--- src/rtl/bus_interface_if.sv ---
// Host bus and register-file signals of the Xosera host register port.
//   slave  : the bus_interface block (samples host bus, drives read data and
//            the register write port)
//   master : the host / register-file side (drives host bus and reg_data_i)
// Signals:
//   bus_cs_n_i, bus_rd_nwr_i, bus_bytesel_i, bus_reg_num_i[3:0], bus_data_i[7:0]
//   bus_data_o[7:0], bus_data_oe_o
//   reg_write_strobe_o, reg_num_o[3:0], reg_data_o[15:0], reg_data_i[15:0]
interface bus_interface_if;
  logic        bus_cs_n_i;
  logic        bus_rd_nwr_i;
  logic        bus_bytesel_i;
  logic [3:0]  bus_reg_num_i;
  logic [7:0]  bus_data_i;
  logic [7:0]  bus_data_o;
  logic        bus_data_oe_o;
  logic        reg_write_strobe_o;
  logic [3:0]  reg_num_o;
  logic [15:0] reg_data_o;
  logic [15:0] reg_data_i;

  modport slave (
    input  bus_cs_n_i, bus_rd_nwr_i, bus_bytesel_i, bus_reg_num_i, bus_data_i,
    input  reg_data_i,
    output bus_data_o, bus_data_oe_o,
    output reg_write_strobe_o, reg_num_o, reg_data_o
  );

  modport master (
    output bus_cs_n_i, bus_rd_nwr_i, bus_bytesel_i, bus_reg_num_i, bus_data_i,
    output reg_data_i,
    input  bus_data_o, bus_data_oe_o,
    input  reg_write_strobe_o, reg_num_o, reg_data_o
  );
endinterface

--- src/rtl/bus_interface.sv ---
// Host-side register port for Xosera.
// Synchronizes the asynchronous host chip-select into the clk domain, performs
// exactly one access per CS assertion, pairs even/odd byte writes into a single
// 16-bit register write with a one-cycle strobe, and returns the selected byte
// of reg_data_i for host reads.
// Ports:
//   clk      : system clock
//   reset_i  : asynchronous active-high reset
//   bus      : bus_interface_if.slave (host bus + register write/read port)
// Parameters:
//   SYNC_STAGES : number of synchronizer flops on bus_cs_n_i (2..3)
module bus_interface #(
  parameter int SYNC_STAGES = 2
) (
  input  logic           clk,
  input  logic           reset_i,
  bus_interface_if.slave bus
);

  typedef enum logic [0:0] {
    ST_IDLE = 1'b0,
    ST_HOLD = 1'b1
  } state_t;

  state_t                 r_state;
  state_t                 w_state_next;
  logic                   w_accept;
  logic [SYNC_STAGES-1:0] r_cs_sync;
  logic                   w_cs_s;
  logic [7:0]             w_rd_byte;

  logic [7:0]             r_even_latch;
  logic [7:0]             r_bus_data;
  logic                   r_bus_data_oe;
  logic                   r_strobe;
  logic [3:0]             r_reg_num;
  logic [15:0]            r_reg_data;

  // CS synchronizer chain; resets to 0 (asserted) so the FSM must first see a
  // synchronized CS-high before it can accept an access.
  always_ff @(posedge clk or posedge reset_i) begin
    if (reset_i) begin
      r_cs_sync <= {SYNC_STAGES{1'b0}};
    end else begin
      r_cs_sync <= {r_cs_sync[SYNC_STAGES-2:0], bus.bus_cs_n_i};
    end
  end

  assign w_cs_s = r_cs_sync[SYNC_STAGES-1];

  // Byte of the register read data selected by the host byte select.
  always_comb begin
    w_rd_byte = 8'h00;
    if (bus.bus_bytesel_i) begin
      w_rd_byte = bus.reg_data_i[7:0];
    end else begin
      w_rd_byte = bus.reg_data_i[15:8];
    end
  end

  // FSM state register; reset into HOLD so a CS held low across reset release
  // performs no access.
  always_ff @(posedge clk or posedge reset_i) begin
    if (reset_i) begin
      r_state <= ST_HOLD;
    end else begin
      r_state <= w_state_next;
    end
  end

  // FSM next-state logic; w_accept marks the single cycle an access happens.
  always_comb begin
    w_state_next = r_state;
    w_accept     = 1'b0;
    case (r_state)
      ST_IDLE: begin
        if (!w_cs_s) begin
          w_accept     = 1'b1;
          w_state_next = ST_HOLD;
        end else begin
          w_state_next = ST_IDLE;
        end
      end
      ST_HOLD: begin
        if (w_cs_s) begin
          w_state_next = ST_IDLE;
        end else begin
          w_state_next = ST_HOLD;
        end
      end
      default: begin
        w_state_next = ST_HOLD;
      end
    endcase
  end

  // Access datapath: even-byte latch, paired register write, read data/OE.
  always_ff @(posedge clk or posedge reset_i) begin
    if (reset_i) begin
      r_even_latch  <= 8'h00;
      r_bus_data    <= 8'h00;
      r_bus_data_oe <= 1'b0;
      r_strobe      <= 1'b0;
      r_reg_num     <= 4'h0;
      r_reg_data    <= 16'h0000;
    end else begin
      r_strobe <= 1'b0;
      if (w_accept) begin
        if (bus.bus_rd_nwr_i) begin
          r_bus_data_oe <= 1'b1;
          r_bus_data    <= w_rd_byte;
        end else if (bus.bus_bytesel_i) begin
          // Even latch is deliberately kept so repeated odd writes reuse it.
          r_reg_data <= {r_even_latch, bus.bus_data_i};
          r_reg_num  <= bus.bus_reg_num_i;
          r_strobe   <= 1'b1;
        end else begin
          r_even_latch <= bus.bus_data_i;
        end
      end else if (r_state == ST_HOLD) begin
        if (w_cs_s) begin
          r_bus_data_oe <= 1'b0;
        end else if (r_bus_data_oe) begin
          // Track reg_data_i updates for the whole duration of a read.
          r_bus_data <= w_rd_byte;
        end
      end
    end
  end

  assign bus.bus_data_o         = r_bus_data;
  assign bus.bus_data_oe_o      = r_bus_data_oe;
  assign bus.reg_write_strobe_o = r_strobe;
  assign bus.reg_num_o          = r_reg_num;
  assign bus.reg_data_o         = r_reg_data;

endmodule

--- src/flat_wrapper.sv ---
// flat-port wrapper written by rule: the top's interface ports become plain ports
module bus_interface_flat 
#(
  parameter int SYNC_STAGES = 2
)
  (clk, reset_i, bus_bus_cs_n_i, bus_bus_rd_nwr_i, bus_bus_bytesel_i, bus_bus_reg_num_i, bus_bus_data_i, bus_reg_data_i, bus_bus_data_o, bus_bus_data_oe_o, bus_reg_write_strobe_o, bus_reg_num_o, bus_reg_data_o);
  bus_interface_if bus_i ();
  input  logic clk;
  input  logic reset_i;
  input wire logic [$bits(bus_i.bus_cs_n_i)-1:0] bus_bus_cs_n_i;
  input wire logic [$bits(bus_i.bus_rd_nwr_i)-1:0] bus_bus_rd_nwr_i;
  input wire logic [$bits(bus_i.bus_bytesel_i)-1:0] bus_bus_bytesel_i;
  input wire logic [$bits(bus_i.bus_reg_num_i)-1:0] bus_bus_reg_num_i;
  input wire logic [$bits(bus_i.bus_data_i)-1:0] bus_bus_data_i;
  input wire logic [$bits(bus_i.reg_data_i)-1:0] bus_reg_data_i;
  output wire logic [$bits(bus_i.bus_data_o)-1:0] bus_bus_data_o;
  output wire logic [$bits(bus_i.bus_data_oe_o)-1:0] bus_bus_data_oe_o;
  output wire logic [$bits(bus_i.reg_write_strobe_o)-1:0] bus_reg_write_strobe_o;
  output wire logic [$bits(bus_i.reg_num_o)-1:0] bus_reg_num_o;
  output wire logic [$bits(bus_i.reg_data_o)-1:0] bus_reg_data_o;
  assign bus_i.bus_cs_n_i = bus_bus_cs_n_i;
  assign bus_i.bus_rd_nwr_i = bus_bus_rd_nwr_i;
  assign bus_i.bus_bytesel_i = bus_bus_bytesel_i;
  assign bus_i.bus_reg_num_i = bus_bus_reg_num_i;
  assign bus_i.bus_data_i = bus_bus_data_i;
  assign bus_i.reg_data_i = bus_reg_data_i;
  assign bus_bus_data_o = bus_i.bus_data_o;
  assign bus_bus_data_oe_o = bus_i.bus_data_oe_o;
  assign bus_reg_write_strobe_o = bus_i.reg_write_strobe_o;
  assign bus_reg_num_o = bus_i.reg_num_o;
  assign bus_reg_data_o = bus_i.reg_data_o;
  bus_interface #(.SYNC_STAGES(SYNC_STAGES)) u_core (.clk(clk), .reset_i(reset_i), .bus(bus_i));
endmodule
--- config.mk ---
export PLATFORM = sky130hd
export DESIGN_NAME = bus_interface_flat
export DESIGN_NICKNAME = d
export VERILOG_FILES = /design/src/rtl/bus_interface_if.sv /design/src/rtl/bus_interface.sv /design/src/flat_wrapper.sv
export SDC_FILE = /design/constraint.sdc
export NUM_CORES = 1
export LEC_CHECK = 0
export BUFFER_PORTS_ARGS = -buffer_cell sky130_fd_sc_hd__buf_2
export CAP_MARGIN = 20
export CORE_MARGIN = 2
export CORE_UTILIZATION = 51
export CTS_CLUSTER_DIAMETER = 100
export DETAILED_ROUTE_END_ITERATION = 16
export GPL_ROUTABILITY_DRIVEN = 0
export PLACE_DENSITY = 0.83
export SLEW_MARGIN = 0
export SYNTH_ARGS = -nofsm -noshare
export SYNTH_HDL_FRONTEND = slang
export SYNTH_SLANG_ARGS = --single-unit
--- constraint.sdc ---
create_clock -name clk -period 3.99 [get_ports clk]
set_clock_uncertainty 0.15 [all_clocks]
set_input_delay 0.798 -clock clk [delete_from_list [all_inputs] [get_ports clk]]
set_output_delay 0.798 -clock clk [all_outputs]
set_load 0.005 [all_outputs]
==> flow_summary.toml <==
[outcome]
status = "completed"

[logic_synthesis]
syn_area_um2 = 1640
synthDistinctLibCells = 13
synth_nets = 133
ys_ff_latch = 41
synthCells = 99
yosysWarnings = 0
syn_area_per_cell_um2 = 16.6
ys_seq_area_frac = 0.625

[clock_network]
cts_setup_buffers = 0
tritoncts.num_buffers = 5
clock_sinks = 41
cts_root_buf = "clkbuf_4"
clk_latency_ns = 0.34
ctsHoldBuffers = 0
cts-resized-gates = 0
ctsLongestPathBuffers = 2
path_clk_slew_ns = 0.12
cts_tree = "yes"
cts-htree-levels = 2

[setup_path]
crit_path_end = "u_core.bus.reg_data_o[10]$_DFFE_PP0P_"
r2r_start = "u_core.r_state$_DFF_PP1_"
path_max_fanout = 21
path_class = "reg -> reg"
reg2reg_depth = 4
cp-end-kind = "register"
critPathLaunch = "u_core.r_state$_DFF_PP1_"
arrival_ns = 2.40
reg2reg_to = "u_core.bus.reg_data_o[10]$_DFFE_PP0P_"
cp.required_ns = 4.07
cp-start-kind = "register"
r2r_slack_ns = 1.66

[cells_and_area]
drive_above_1_share = 0.720
seqCellArea_um2 = 1030
multi_input_area_um2 = 584
nFillCells = 249
areaGrowthSynthToFinish_pct = 26.6
final_nets = 201
stdcell_count = 212
n_antenna_cell = 0

[drt]
vias = 1026
ant_nets = 0
drc = 0
drt_iter0_drc = 27
routed_wl_mm = 2.94
routed_via_density = 4.84
firstDrtPassIters = 2
avgRoutedWirePerCell_um = 13.9

[global_route]
antenna_found_initial = 0
grt_overflow = 0
grt_pass1_wl_mm = 4.79
grt_max_degree = 27
grt_pass1_vias = 1046
grtUsageTotal = 0.182

[timing]
grt_setup_unrepaired = "no"
slew_headroom = 0.345
tns_ns = 0
setup_viol = 0
slew_violations = 0
fmax_ghz = 0.430
fin_crit_ns = 2.33
finalHoldViolCount = 0
tightest_slew_ns = 0.980
min_period_over_period = 0.583

[min_path]
hp-class = "in -> async"

[placed_design]
dp_hpwl_mm = 2.19
dp_cells = 203
io_buffers = 62

[flow_run]
drv_cap = 0

[power_and_ir_drop]
peakVddDrop_mv = 0.294
leakage_uw = 0.00103
power-per-cell-area_nw_per_um2 = 479

[die]
die_height_um = 60.8
start_util = 0.539
std_cell_rows = 20
dieArea_um2 = 3690
fp.dieW_um = 60.8
coreArea_um2 = 3050
ios = 63
[cell type report]
cell class                 count  area share
clock buffer                   5      0.0180
clock inverter                 3     0.00841
inverter                       4     0.00721
multi-input combinational     51       0.281
sequential                    41       0.493
tap                           44      0.0264
timing repair buffer          64       0.166
[cells by family (layout without fill, tap and decap cells)]
family | count (synthesis) | in the layout | synth area share
multiplexers | 44 | 44 | 0.301
buffers and inverters | 7 | 76 | 0.0198
adder cells (fa/ha/maj) | 1 | 1 | 0.00761
AO/OA/AOI/OAI | 2 | 2 | 0.0228
AND/OR/NAND/NOR | 4 | 4 | 0.0236
flip-flops | 41 | 41 | 0.625
[worst min-delay path by stage]
stage	startpoint	slack (ns)	endpoint
6_report	reset_i	0.17	u_core.bus.bus_data_o[7]$_DFFE_PP0P_
5_1_grt	reset_i	0.15	u_core.bus.bus_data_o[7]$_DFFE_PP0P_
4_1_cts	u_core.r_cs_sync[0]$_DFF_PP0_	0.24	u_core.r_cs_sync[1]$_DFF_PP0_
3_5_place_dp	u_core.r_cs_sync[0]$_DFF_PP0_	0.22	u_core.r_cs_sync[1]$_DFF_PP0_
3_3_place_gp	u_core.r_cs_sync[0]$_DFF_PP0_	0.18	u_core.r_cs_sync[1]$_DFF_PP0_
2_1_floorplan	u_core.r_cs_sync[0]$_DFF_PP0_	0.18	u_core.r_cs_sync[1]$_DFF_PP0_
[synth_stat cells]
| cell | instances | share of area |
|---|---|---|
| a32oi_4 | 1 | 0.017 |
| buf_2 | 2 | 0.0061 |
| buf_4 | 1 | 0.0046 |
| dfrtp_1 | 40 | 0.61 |
| dfstp_2 | 1 | 0.016 |
| ha_1 | 1 | 0.0076 |
| inv_1 | 4 | 0.0091 |
| mux2_2 | 44 | 0.30 |
| nand3b_1 | 1 | 0.0046 |
| nor2_2 | 1 | 0.0038 |
| nor2b_1 | 1 | 0.0038 |
| nor3b_4 | 1 | 0.011 |
| o22a_2 | 1 | 0.0061 |
[worst max-delay path, cell delays in order (launching register included)]
cell      delay (ns)
dfstp_2         0.57
inv_1           0.05
ha_1            0.26
nand3b_1        0.76
mux2_2          0.42
[per-layer routing]
| metal | track usage | wire length (µm) | vias up |
|---|---|---|---|
| met5 | 0 | 0 | - |
| met4 | 0.0839 | 40 | 0 |
| met3 | 0.0554 | 247 | 5 |
| met2 | 0.295 | 1440 | 49 |
| met1 | 0.223 | 1220 | 486 |
| li1 | - | - | 486 |
[registers in the layout, indices dropped and copies added (netlist names)]
register,count
u_core.bus.bus_data_o,8
u_core.bus.bus_data_oe_o,1
u_core.bus.reg_data_o,16
u_core.bus.reg_num_o,4
u_core.bus.reg_write_strobe_o,1
u_core.r_cs_sync,2
u_core.r_even_latch,8
u_core.r_state,1
[power breakdown]
part,internal (µW),switching [µW],total [µW]
sequential,515,49.9,565
combinational,150,88.3,238
clock,66.5,129,196
total,731,267,998
[layout by cell type (no fill, tap or decap)]
master      netlist  routed
a32oi_4           1       1
buf_16            0       1
buf_2             2      62
buf_4             1       1
clkbuf_4          0       5
clkinv_2          0       2
clkinvlp_4        0       1
dfrtp_1          40      40
dfstp_2           1       1
ha_1              1       1
inv_1             4       4
mux2_2           44      44
nand3b_1          1       1
nor2_2            1       1
nor2b_1           1       1
nor3b_4           1       1
o22a_2            1       1
[through the flow]
stage               instance area (µm²)  total power, µW  hold WS [ns]   util  setup WS (ns)
global route                       2080             1070         0.147  0.682           1.47
finish                             2080              998         0.171  0.682           1.66
global placement                   2000              797         0.183  0.655           1.44
detailed placement                 2000              812         0.216  0.655           1.36
floorplan                          1640              688         0.181      -           2.05
CTS                                2050             1010         0.244  0.673           1.62
No activity file was read; power rests on OpenSTA's default activity.
